## src/rtl/sum_serie_ctrl.sv

```systemverilog
// Serial wide adder/subtractor: one 4-bit carry-lookahead slice reused per
// clock, LSB nibble first, with the carry chained through a register.

module sum4 (
  output logic [3:0] S,
  output logic       C_out,
  input  logic [3:0] A,
  input  logic [3:0] B,
  input  logic       c_in
);
  logic [3:0] g;
  logic [3:0] p;
  logic [4:0] c;

  assign g = A & B;
  assign p = A ^ B;

  // Every carry is a flat function of generate/propagate and c_in.
  assign c[0] = c_in;
  assign c[1] = g[0] | (p[0] & c_in);
  assign c[2] = g[1] | (p[1] & g[0]) | (p[1] & p[0] & c_in);
  assign c[3] = g[2] | (p[2] & g[1]) | (p[2] & p[1] & g[0])
              | (p[2] & p[1] & p[0] & c_in);
  assign c[4] = g[3] | (p[3] & g[2]) | (p[3] & p[2] & g[1])
              | (p[3] & p[2] & p[1] & g[0]) | (p[3] & p[2] & p[1] & p[0] & c_in);

  assign S     = p ^ c[3:0];
  assign C_out = c[4];
endmodule

module sum_serie_ctrl #(
  parameter int unsigned NIBBLES = 4
) (
  input  logic                   clk,
  input  logic                   reset,
  input  logic                   start,
  input  logic                   op,
  input  logic [4*NIBBLES-1:0]   a,
  input  logic [4*NIBBLES-1:0]   b,
  output logic                   busy,
  output logic                   done,
  output logic [4*NIBBLES-1:0]   s,
  output logic                   c_out,
  output logic                   ovf
);
  localparam int unsigned W  = 4 * NIBBLES;
  localparam int unsigned IW = $clog2(NIBBLES);

  typedef enum logic [1:0] {IDLE, RUN, DONE} state_t;

  state_t         state;
  logic [IW-1:0]  idx;
  logic           carry;
  logic [W-1:0]   a_q;
  logic [W-1:0]   b_q;
  logic [IW+1:0]  base;
  logic [3:0]     nib_s;
  logic           nib_c;
  logic           last;

  assign base = {idx, 2'b00};
  assign last = (idx == IW'(NIBBLES - 1));

  sum4 u_sum4 (
    .S     (nib_s),
    .C_out (nib_c),
    .A     (a_q[base +: 4]),
    .B     (b_q[base +: 4]),
    .c_in  (carry)
  );

  // Control FSM; subtract is folded in as A + ~B with carry-in 1.
  always_ff @(posedge clk or posedge reset) begin
    if (reset) begin
      state <= IDLE;
      idx   <= '0;
      carry <= 1'b0;
      a_q   <= '0;
      b_q   <= '0;
      s     <= '0;
      c_out <= 1'b0;
      ovf   <= 1'b0;
      busy  <= 1'b0;
      done  <= 1'b0;
    end else begin
      done <= 1'b0;
      case (state)
        IDLE: begin
          if (start) begin
            a_q   <= a;
            b_q   <= op ? ~b : b;
            carry <= op;
            idx   <= '0;
            s     <= '0;
            busy  <= 1'b1;
            state <= RUN;
          end
        end
        RUN: begin
          s[base +: 4] <= nib_s;
          carry        <= nib_c;
          if (last) begin
            c_out <= nib_c;
            ovf   <= (a_q[W-1] == b_q[W-1]) && (nib_s[3] != a_q[W-1]);
            busy  <= 1'b0;
            done  <= 1'b1;
            state <= DONE;
          end else begin
            idx <= idx + 1'b1;
          end
        end
        DONE:    state <= IDLE;
        default: state <= IDLE;
      endcase
    end
  end
endmodule

```

## config.mk

```make
export PLATFORM = sky130hd
export DESIGN_NAME = sum_serie_ctrl
export DESIGN_NICKNAME = d
export VERILOG_FILES = /design/src/rtl/sum_serie_ctrl.sv
export SDC_FILE = /design/constraint.sdc
export NUM_CORES = 1
export LEC_CHECK = 0
export BUFFER_PORTS_ARGS = -buffer_cell sky130_fd_sc_hd__buf_2
export CORE_MARGIN = 1
export CORE_UTILIZATION = 30
export CTS_CLUSTER_DIAMETER = 200
export DETAILED_ROUTE_END_ITERATION = 16
export PLACE_DENSITY = 0.59
export SLEW_MARGIN = 20
export SYNTH_ARGS = -nofsm -noshare
export SYNTH_HDL_FRONTEND = slang
export SYNTH_SLANG_ARGS = --single-unit
```

## constraint.sdc

```tcl
create_clock -name clk -period 2.5 [get_ports clk]
set_input_delay 0 -clock clk [delete_from_list [all_inputs] [get_ports clk]]
set_output_delay 0 -clock clk [all_outputs]
set_load 0.02 [all_outputs]
```

Yosys cells after proc, flatten, opt, wreduce, memory -nomap -nowiden
Index checks and enable logic that the tools add are counted.
{"block": "word_totals", "register_bits": 57, "wordCells": 79, "in_bits": 36}
{"block": "op_classes", "shift": 4, "n_eq_ne": 7, "n_mux": 17, "add_sub_neg": 2, "n_reduce_logical": 9, "bitwise_logic": 30}
{"cell": "16-bit two-way mux", "n": 2}
{"cell": "16-bit one-hot mux with 2 select lines", "n": 1}
{"cell": "16-bit by 5-bit indexed part select with 4-bit output", "n": 2}
{"cell": "1-bit bitwise AND", "n": 16}
{"cell": "16-bit bitwise mux", "n": 1}
{"cell": "16-bit NOT", "n": 1}
{"cell": "4-bit by 6-bit variable shift with 16-bit output, first input constant", "n": 1}
{"cell": "4-bit by 6-bit indexed part select with 16-bit output", "n": 1}
{"cell": "1-bit OR", "n": 10}
{"cell": "2-bit two-way mux", "n": 4}
{"cell": "2-bit one-hot mux with 2 select lines", "n": 2}
{"cell": "2-bit AND reduction", "n": 4}
{"cell": "4-bit XOR", "n": 2}
{"cell": "2-bit != test, second input constant", "n": 3}
{"cell": "4-bit negation with 6-bit output", "n": 1}
{"cell": "3-bit AND reduction", "n": 2}
{"cell": "1-bit two-way mux", "n": 5}
{"cell": "4-bit bitwise AND", "n": 1}
{"cell": "1-bit one-hot mux with 2 select lines", "n": 2}
{"cell": "2-bit by 1-bit adder with 2-bit output, second input constant", "n": 1}
{"cell": "2-bit by 1-bit == test with 1-bit output, second input constant", "n": 1}
{"cell": "2-bit == test, second input constant", "n": 1}
{"cell": "2-bit zero test", "n": 1}
{"cell": "2-bit nonzero test", "n": 1}
{"cell": "3 further kinds", "n": 3}

Longest topological paths before layout
Gate-level depths: netlist (run 1).
{"block": "depth", "word_depth": 10, "depth_mapped": 7, "depth_no_buf": 6}

Cells and area by module
From an unflattened synthesis (run 1), not the netlist that was laid out.
{"block": "hier_totals", "hier_cells": 222, "area_unflattened_um2": 2836.5}
{"mod": "sum_serie_ctrl", "cells_per_inst": 205, "seq_area_each_um2": 1426.4, "instances": 1, "area_per_inst_um2": 2688.8}
{"mod": "sum4", "cells_per_inst": 17, "seq_area_each_um2": 0.0, "instances": 1, "area_per_inst_um2": 147.6}

Worst setup path after synthesis (run 1)
No wires, ideal clock.
{"block": "synth_timing", "path_type": "register to register", "startpoint": "reg idx[0]", "endpoint": "reg ovf", "n_path_buf": 1, "path_slack_ps": 114, "arrival_time_ps": 2300, "required_ps": 2413, "synth_period_minus_slack_ps": 2386, "path_stages_with_launch": 8, "path_cell_list": "dfrtp_1 -> buf_2 -> mux4_2 -> ha_1 -> a21oi_1 -> nor2_1 -> or3_1 -> o211ai_1"}
{"block": "synth_via", "elab_chain_cells": 9, "word_cells_on_any_way": 17}
{"item": "start: declaration", "line": "52", "rtl": "logic [IW-1:0] idx;"}
{"item": "start signal: assignment", "line": "109", "rtl": "idx <= idx + 1'b1;"}
{"item": "16-bit by 5-bit indexed part select with 4-bit output (on tied branches)", "line": "67, 68"}
{"item": "4-bit XOR or 4-bit bitwise AND (tied branches)", "line": "16, 15"}
{"item": "1-bit bitwise AND (on tied branches)", "line": "22, 23"}
{"item": "1-bit OR (tied with other cells)", "line": "22", "rtl": "assign c[3] = g[2] | (p[2] & g[1]) | (p[2] & p[1] & g[0])"}
{"item": "1-bit OR or 1-bit bitwise AND (tied branches)", "line": "22, 23"}
{"item": "1-bit OR", "line": "23", "rtl": "| (p[2] & p[1] & p[0] & c_in);"}
{"item": "4-bit XOR", "line": "27", "rtl": "assign S = p ^ c[3:0];"}
{"item": "1-bit != test", "line": "104", "rtl": "ovf <= (a_q[W-1] == b_q[W-1]) && (nib_s[3] != a_q[W-1]);"}
{"item": "1-bit logical AND", "line": "104"}
{"item": "end signal: assignment", "line": "104"}
{"item": "end: declaration", "line": "44", "rtl": "output logic ovf"}
Several ways; a longest one is shown, not always the timed one.
A chain may end at the register's enable or synchronous reset.

Worst setup path in the final report (run 1)
Ends and elaborated chain as after synthesis.

==> results of run 1 <==
[worst min path at each step]
stage                      from       end  slack, ns
after floorplan            a[0]    a_q[0]       0.13
after global routing      start  state[0]       0.14
after CTS                 start  state[0]       0.11
final                     start  state[0]       0.12
after detailed placement   a[5]    a_q[5]       0.22
after global placement     a[5]    a_q[5]       0.22
[state kept, by name (all words and copies together), names as in the netlist]
| name | flops |
|---|---|
| carry | 1 |
| s | 16 |
| ovf | 1 |
| idx | 2 |
| a_q | 16 |
| state | 2 |
| busy | 1 |
| c_out | 1 |
| b_q | 16 |
| done | 1 |
[synthesized netlist by cell type (all sizes together)]
library cell,instances
xnor2,17
nand2,14
xor2,1
a211oi,1
o22ai,1
mux4,8
mux2,17
fa,1
and3,1
inv,7
o211ai,1
nor3,3
nand3,1
nor2,22
nor2b,2
nand2b,5
o21a,1
a21oi,21
buf,10
a22o,16
or3,2
dfrtp,57
o22a,1
a31o,1
o31ai,1
a21o,3
nand3b,1
ha,9
nor4,2
o21ai,2
[through the flow]
stage	hold slack [ns]	power, mW	cells	TNS (ns)
floorplan	0.1347	3.448	229	0
detailed placement	0.2208	4.143	390	0
finish	0.1208	5.095	439	0
global placement	0.2195	4.083	390	0
global route	0.1352	5.521	439	-0.009905
CTS	0.1089	5.086	439	0
[layout make-up]
cell class	count	area, µm²
clock buffers	11	151.4
clock inverters	5	53.80
fillers	887	5390
inverters	7	26.28
multi-input cells	155	1323
flip-flops and latches	57	1426
well taps	111	138.9
repair buffers	93	643.1
[critical path: stages (launching register included)]
cell and delay, ns:
dfrtp_1 0.48, buf_4 0.24, mux4_2 0.52, ha_1 0.32, nand3_1 0.10, nor2_1 0.08
or3_1 0.37, o211ai_1 0.17
[cells in the final DEF (no fill, tap or decap), types with 2 or more instances in the layout]
| cell type | n |
|---|---|
| clkinv_2 | 3 |
| a21o_1 | 3 |
| nor4_2 | 2 |
| nor3_2 | 2 |
| o21ai_0 | 2 |
| or3_1 | 2 |
| xnor2_1 | 16 |
| mux2_1 | 6 |
| buf_2 | 55 |
| inv_1 | 6 |
| buf_4 | 5 |
| a21oi_1 | 20 |
| nand2b_1 | 5 |
| dlygate4sd3_1 | 33 |
| clkbuf_8 | 11 |
| nor2b_1 | 2 |
| nor2_1 | 21 |
| dfrtp_1 | 57 |
| ha_1 | 9 |
| mux2_4 | 10 |
| mux4_2 | 8 |
| nand2_1 | 14 |
| a22o_1 | 16 |
[layer usage]
layer	vias to the layer above	GRT usage (%)	routed length (µm)	share of wire, %
met5	-	0	0	0
met4	0	5.855	112	1.8
met3	10	4.326	300	4.9
met2	42	24.21	3033	49
met1	1005	16.77	2723	44
li1	1006	-	-	-
[power groups by stage]
stage	clock [mW]	combinational [mW]	sequential [mW]
after floorplan	0	1.83	1.62
after CTS	0.901	2.55	1.64
final	0.879	2.59	1.63
after detailed placement	0	2.49	1.66
after global placement	0	2.43	1.65
after global routing	0.950	2.88	1.69
[cells by family (layout without fill, tap and decap cells)]
group | Yosys count | count (layout) | synth area share, %
compound gates | 49 | 49 | 11.89
xor+xnor | 18 | 18 | 5.590
fa+ha+maj | 10 | 10 | 4.703
buf+inv | 17 | 116 | 3.150
flops | 57 | 57 | 50.58
mux | 25 | 25 | 14.51
simple gates | 53 | 53 | 9.583
[what timing repair did]
| action | CTS | global route |
|---|---|---|
| resized for setup | 0 | 2 |
| setup endpoints to repair | 0 | 6 |
| hold endpoints to repair | 89 | 0 |
| hold buffers | 33 | 0 |
==> results.cfg, run 1 <==
[synthesis]
synth_area_leaders = dfrtp_1 51%, mux4_2 6.4%, mux2_4 5.3%
syn_inst = 229
synth_area_mm2 = 0.002820
synth_cell_types = 36
yosysTopAreaCell = dfrtp_1
avgSynthCellArea_um2 = 12.32
yosys_register_bits = 57
synth_top_area_share_pct = 50.58
yosysSeqAreaShare_pct = 50.58
yosysWarnings = 0
syn-num-nets = 275

[layout]
postLayoutCellArea_mm2 = 0.003762
diodes = 0
fin_util_pct = 41.11
drive_above_1_share_pct = 32.01
area_growth_pct = 33.41
fin_nets = 369

[timing]
fmax_mhz = 424.1
tightest_slew_ns = 0.7144
period_needed_ns = 2.358
hold_violations = 0
report.final.setup_viol = 0
maxSlewHeadroom_pct = 52.37
worst_slack_ns = 0.1418
finalCritPeriodShare_pct = 94.33
drv_slew = 0
clock_skew_ns = 0.01090

[cts]
cts_buffers = 9
cts.sinks = 57
clock_latency_ns = 0.34
cts_buffer_depth = 2
ctsHtreeMaxLevel = 3
postCtsSetupBuffers = 0
cts-root-buf = clkbuf_8
cts_tree = yes
path_clk_slew_ns = 0.07

[worst_setup_path]
cp.required_ns = 2.76
worstSetupPathType = flip-flop to flip-flop
reg2reg_from = idx[0]
end_kind = flip-flop
reg2reg_depth = 7
worstPathArrival_ns = 2.62
r2r_setup_slack_ns = 0.14
r2r-end = ovf
endpoint = ovf
startpoint_type = flip-flop
crit_fanout = 11
worstSetupStartpoint = idx[0]

[power_and_ir_drop]
total_leakage_power_nw = 1.761
combPwrFrac_pct = 50.8
ir_drop_mv = 0.6819
internal-power_mw = 3.016
p_sw_share_pct = 40.81
p_sw_mw = 2.079
clkPwrFrac_pct = 17.3
pwr-share-seq_pct = 32.0
power_density_mw_per_mm2 = 1354

[grt]
grt_pass1_wl_um = 10640
grt_usage_pct = 14.25
gr-total-overflow = 0
grt_max_degree = 58
grt_pass1_vias = 2122
antenna_found_initial = 0

[placed_design]
dpl.hpwl_um = 4550
dpl-instance-area_mm2 = 0.003214
place_ws_ns = 0.1111
port_buffers = 55
globalplace.congestion = 0.8386

[floorplanning]
chipWidth_um = 98.96
start_util_pct = 30.81
die_area_mm2 = 0.009792
io-pin-count = 56
core.rowCount = 35
die_height_um = 98.96
core_area_mm2 = 0.009153

[outcome]
status = completed

[min_path]
hold_path_class = input pin to flip-flop
whs_path_depth = 3

[detailed_routing]
via_per_inst = 4.699
drc = 0
ant_nets = 0
wire_per_inst_um = 14.05
route.vias.total = 2063
drtIter0Drc = 64
firstDrtPassIters = 4
wl_um = 6170

[run]
drv_cap = 0
(Power assumes the default switching activity.)
==> inputs of run 2 (changes only) <==
clock period = 2.07 ns   (was 2.5 ns; I/O delays follow)
==> run 2 against run 1 <==
The flow now finishes with violations (negative setup slack). Via count hardly changed. Global-route usage grew 0.46 points. Clock power grew 44%. Largest cell class unchanged.
==> results.cfg, run 2 (synthesis gave the netlist of run 1 again) <==
[power_and_ir_drop]
ir_drop_mv = 0.8131
total_leakage_power_nw = 1.847
power_density_mw_per_mm2 = 1824
total_power_mw = 7.300

[run]
drv_cap = 0

[min_path]
hold_path_class = input pin to flip-flop

[detailed_routing]
drtIter0Drc = 89
via_per_inst = 4.579
route.vias.total = 2065
wl_um = 6317
firstDrtPassIters = 4
wire_per_inst_um = 14.01
drc = 0
ant_nets = 0

[timing]
rsz0062_at_grt = yes
worst_slack_ns = -0.1663
fmax_mhz = 447.2
drv_slew = 0
period_needed_ns = 2.236
finalCritPeriodShare_pct = 108.0
hold_violations = 0
tns_ns = -1.763
report.final.setup_viol = 19
maxSlewHeadroom_pct = 69.66
clock_skew_ns = 0.008554
tightest_slew_ns = 0.4551

[floorplanning]
core.rowCount = 35
chipWidth_um = 98.96
start_util_pct = 30.81
io-pin-count = 56
die_height_um = 98.96
core_area_mm2 = 0.009153
die_area_mm2 = 0.009792

[placed_design]
port_buffers = 55
globalplace.congestion = 0.7905
dpl.hpwl_um = 4363
place_inst = 400

[layout]
drive_above_1_share_pct = 38.24
fillers = 854
fin_cells = 451
area_growth_pct = 41.93
fin_nets = 381
final_cell_mix = 55 x dfrtp_1, 55 x buf_2, 33 x dlygate4sd3_1
reg_top3 = a_q: 16 flops, b_q: 16 flops, s: 16 flops
diodes = 0

[grt]
grt_max_degree = 49
grt_usage_pct = 14.71
grt_pass1_wl_um = 10810
grt_pass1_vias = 2131
gr-total-overflow = 0
antenna_found_initial = 0

[worst_setup_path]
cp.required_ns = 2.32
cpPeakStageDelay_ns = 0.60
critical-path-slowest-cell = mux4_2
end_kind = flip-flop
worstSetupPathType = flip-flop to flip-flop
worstPathArrival_ns = 2.49
startpoint_type = flip-flop
crit_chain = mux4_2 -> ha_4 -> a211oi_2 -> o21a_1 -> or3_1 -> o211ai_1
crit_fanout = 8

[outcome]
status = finished, violations left
violations = negative setup slack

[cts]
cts_tree = yes
cts.sinks = 57
cts_buffers = 9
clock_latency_ns = 0.33
ctsHtreeMaxLevel = 3
cts-root-buf = clkbuf_8
path_clk_slew_ns = 0.07
cts_buffer_depth = 2
run 2: timing repair:
action	4_1_cts	5_1_grt
resized for setup	11	5
hold endpoints to repair	50	0
setup buffers	1	2
endpoints found under the setup margin	19	19
pin swaps	6	8
hold buffers	33	0
run 2: per-stage QoR:
step	instance area [µm²]	util, %	setup WS, ns	hold slack [ns]
5_1_grt	4003	43.73	-0.2568	0.1364
3_3_place_gp	3339	36.49	-0.5149	0.01457
6_report	4003	43.73	-0.1663	0.1101
3_5_place_dp	3339	36.49	-0.5868	0.01452
4_1_cts	3955	43.21	-0.2109	0.09669
2_1_floorplan	2864	-	-0.1573	0.1347
run 2: critical path: cells and delay by family (launching register included):
family | cells | cell delay (ns)
compound gates | 3 | 0.44
fa+ha+maj | 1 | 0.32
flops | 1 | 0.48
mux | 1 | 0.60
simple gates | 1 | 0.31
run 2: path summary, 6_finish.rpt:
kind                            slack [ns]   start  cells after the start  endpoint
max in group asynchronous             1.25   reset                      4    idx[1]
worst min-delay path                  0.11   start                      3  state[0]
min in group asynchronous             0.20   reset                      3      s[9]
worst max register to register       -0.17  idx[0]                      6       ovf
worst max-delay path                 -0.17  idx[0]                      6       ovf
worst min register to register        0.47    busy                      1      busy
run 2: area by class of cell:
| class | instances | area, µm² | area share [%] |
|---|---|---|---|
| sequential | 57 | 1429 | 35.70 |
| tap | 111 | 138.9 | 3.470 |
| clock buffer | 10 | 137.6 | 3.439 |
| clock inverter | 6 | 105.1 | 2.626 |
| timing repair buffer | 105 | 745.7 | 18.63 |
| inverter | 7 | 26.28 | 0.6565 |
| multi-input combinational | 155 | 1420 | 35.48 |
run 2: where the power goes:
part / switching [mW] / internal [mW]
combinational: 2.03 / 2.05
clock: 0.439 / 0.826
sequential: 0.360 / 1.59
run 2: per-layer routing:
layer	part of all wire [%]	global-route usage, %
met1	50	19.53
met2	45	22.54
met3	3.6	2.837
met4	2.1	8.266
met5	0	0
==> inputs of run 3 (changes only) <==
SETUP_SLACK_MARGIN = 0.5   (was unset)
TNS_END_PERCENT = 10   (was unset)
==> run 3 against run 2 <==
The flow still finishes with violations (negative setup slack). Via count is 1.2% higher. Sequential power hardly changed. Total power is 2.0% lower. Design area is 0.44% lower.
==> results.cfg, run 3 (synthesis gave the netlist of run 1 again) <==
[cts]
path_clk_slew_ns = 0.07
cts_buffer_depth = 2
ctsHtreeMaxLevel = 3
cts_buffers = 9
clock_latency_ns = 0.33
cts_tree = yes
cts.sinks = 57
cts-root-buf = clkbuf_8

[layout]
drive_above_1_share_pct = 38.94
fin_util_pct = 43.54
area_growth_pct = 41.30
fin_cells = 450
final_cell_mix = 55 x buf_2, 53 x dfrtp_1, 33 x dlygate4sd3_1
postLayoutCellArea_mm2 = 0.003985
diodes = 0
mostFrequentLayoutCell = buf_2
fin_nets = 380
fillers = 851
reg_top3 = a_q: 16 flops, b_q: 16 flops, s: 16 flops

[timing]
hold_violations = 0
rsz0062_at_grt = yes
finalCritPeriodShare_pct = 109.1
tns_ns = -1.233
report.final.setup_viol = 13
worst_slack_ns = -0.1885
fmax_mhz = 442.8
period_needed_ns = 2.259
maxSlewHeadroom_pct = 69.75
tightest_slew_ns = 0.4537
drv_slew = 0
clock_skew_ns = 0.006796

[worst_setup_path]
worstSetupPathType = flip-flop to flip-flop
crit_fanout = 7
endpoint = ovf
crit_chain = mux4_2 -> ha_4 -> a211oi_2 -> o21a_2 -> or3_1 -> o211ai_1
worstSetupStartpoint = idx[0]
path_depth = 6
cp_top_family = multiplexers
reg2reg_from = idx[0]
r2r-end = ovf
critical-path-slowest-cell = mux4_2
r2r_setup_slack_ns = -0.19
cpPeakStageDelay_ns = 0.61
reg2reg_depth = 6
cp.required_ns = 2.33
startpoint_type = flip-flop
worstPathArrival_ns = 2.52
path_buf_inv = 0
end_kind = flip-flop

[placed_design]
dpl.hpwl_um = 4287
port_buffers = 55
place_inst = 400
place_ws_ns = -0.5190
dpl-instance-area_mm2 = 0.003339
globalplace.congestion = 0.7816

[grt]
grt_usage_pct = 14.54
gr-total-overflow = 0
grt_pass1_wl_um = 10760
antenna_found_initial = 0
grt_max_degree = 50
grt_pass1_vias = 2154

[floorplanning]
chipWidth_um = 98.96
core_area_mm2 = 0.009153
start_util_pct = 30.81
io-pin-count = 56
die_area_mm2 = 0.009792
die_height_um = 98.96
core.rowCount = 35

[outcome]
status = finished, violations left
violations = negative setup slack

[min_path]
min_from = start
whs_path_depth = 3
hold_path_class = input pin to flip-flop

[detailed_routing]
drc = 0
firstDrtPassIters = 4
wl_um = 6306
route.vias.total = 2089
ant_nets = 0
drtIter0Drc = 57
via_per_inst = 4.642
wire_per_inst_um = 14.01

[run]
drv_cap = 0

[power_and_ir_drop]
power_density_mw_per_mm2 = 1796
ir_drop_mv = 0.7550
total_leakage_power_nw = 1.835
-- run 3: final cells by class --
type                            instances  area (µm²)  area share (%)
Multi-Input combinational cell        155        1404           35.23
Clock inverter                          6       105.1           2.637
Sequential cell                        57        1431           35.92
Tap cell                              111       138.9           3.485
Timing Repair Buffer                  104       742.0           18.62
Clock buffer                           10       137.6           3.454
Inverter                                7       26.28          0.6593
-- run 3: worst min-delay path, delay by kind of cell --
kind                   cells  cell delay [ns]
AND/OR/NAND/NOR            1             0.19
buffers and inverters      1             0.13
AO/OA/AOI/OAI              1             0.12
-- run 3: layer usage --
metal	GRT usage (%)	share of wire [%]	wire, µm	up-vias
met5	0	0	0	-
met4	5.855	1.6	100	0
met3	3.759	3.9	244	8
met2	22.54	47	2965	50
met1	19.40	48	2996	1005
li1	-	-	-	1026
-- run 3: power breakdown --
part | leakage [nW] | total (mW) | internal, mW | switching, mW
clock network | 0.126 | 1.27 | 0.826 | 0.444
registers | 0.689 | 1.97 | 1.60 | 0.370
logic | 1.02 | 3.92 | 1.99 | 1.93
-- run 3: how the worst min path moves through the flow --
stage,endpoint,slack [ns]
floorplan,a_q[0],0.13
global placement,a_q[3],0.01
detailed placement,a_q[3],0.02
CTS,carry,0.10
global route,carry,0.16
finish,state[0],0.14
-- run 3: stage by stage --
step | hold slack, ns | power, mW
floorplan | 0.1347 | 4.324
global placement | 0.01475 | 5.468
detailed placement | 0.02440 | 5.528
CTS | 0.1023 | 7.033
global route | 0.1557 | 7.743
finish | 0.1396 | 7.158
-- run 3: what timing repair did --
| item | in CTS | in global routing |
|---|---|---|
| hold buffers | 33 | 0 |
| endpoints found under the hold margin | 50 | 0 |
| setup buffers | 1 | 0 |
| gates resized for setup | 10 | 9 |
| pin swaps | 6 | 3 |
| setup endpoints to repair | 22 | 27 |
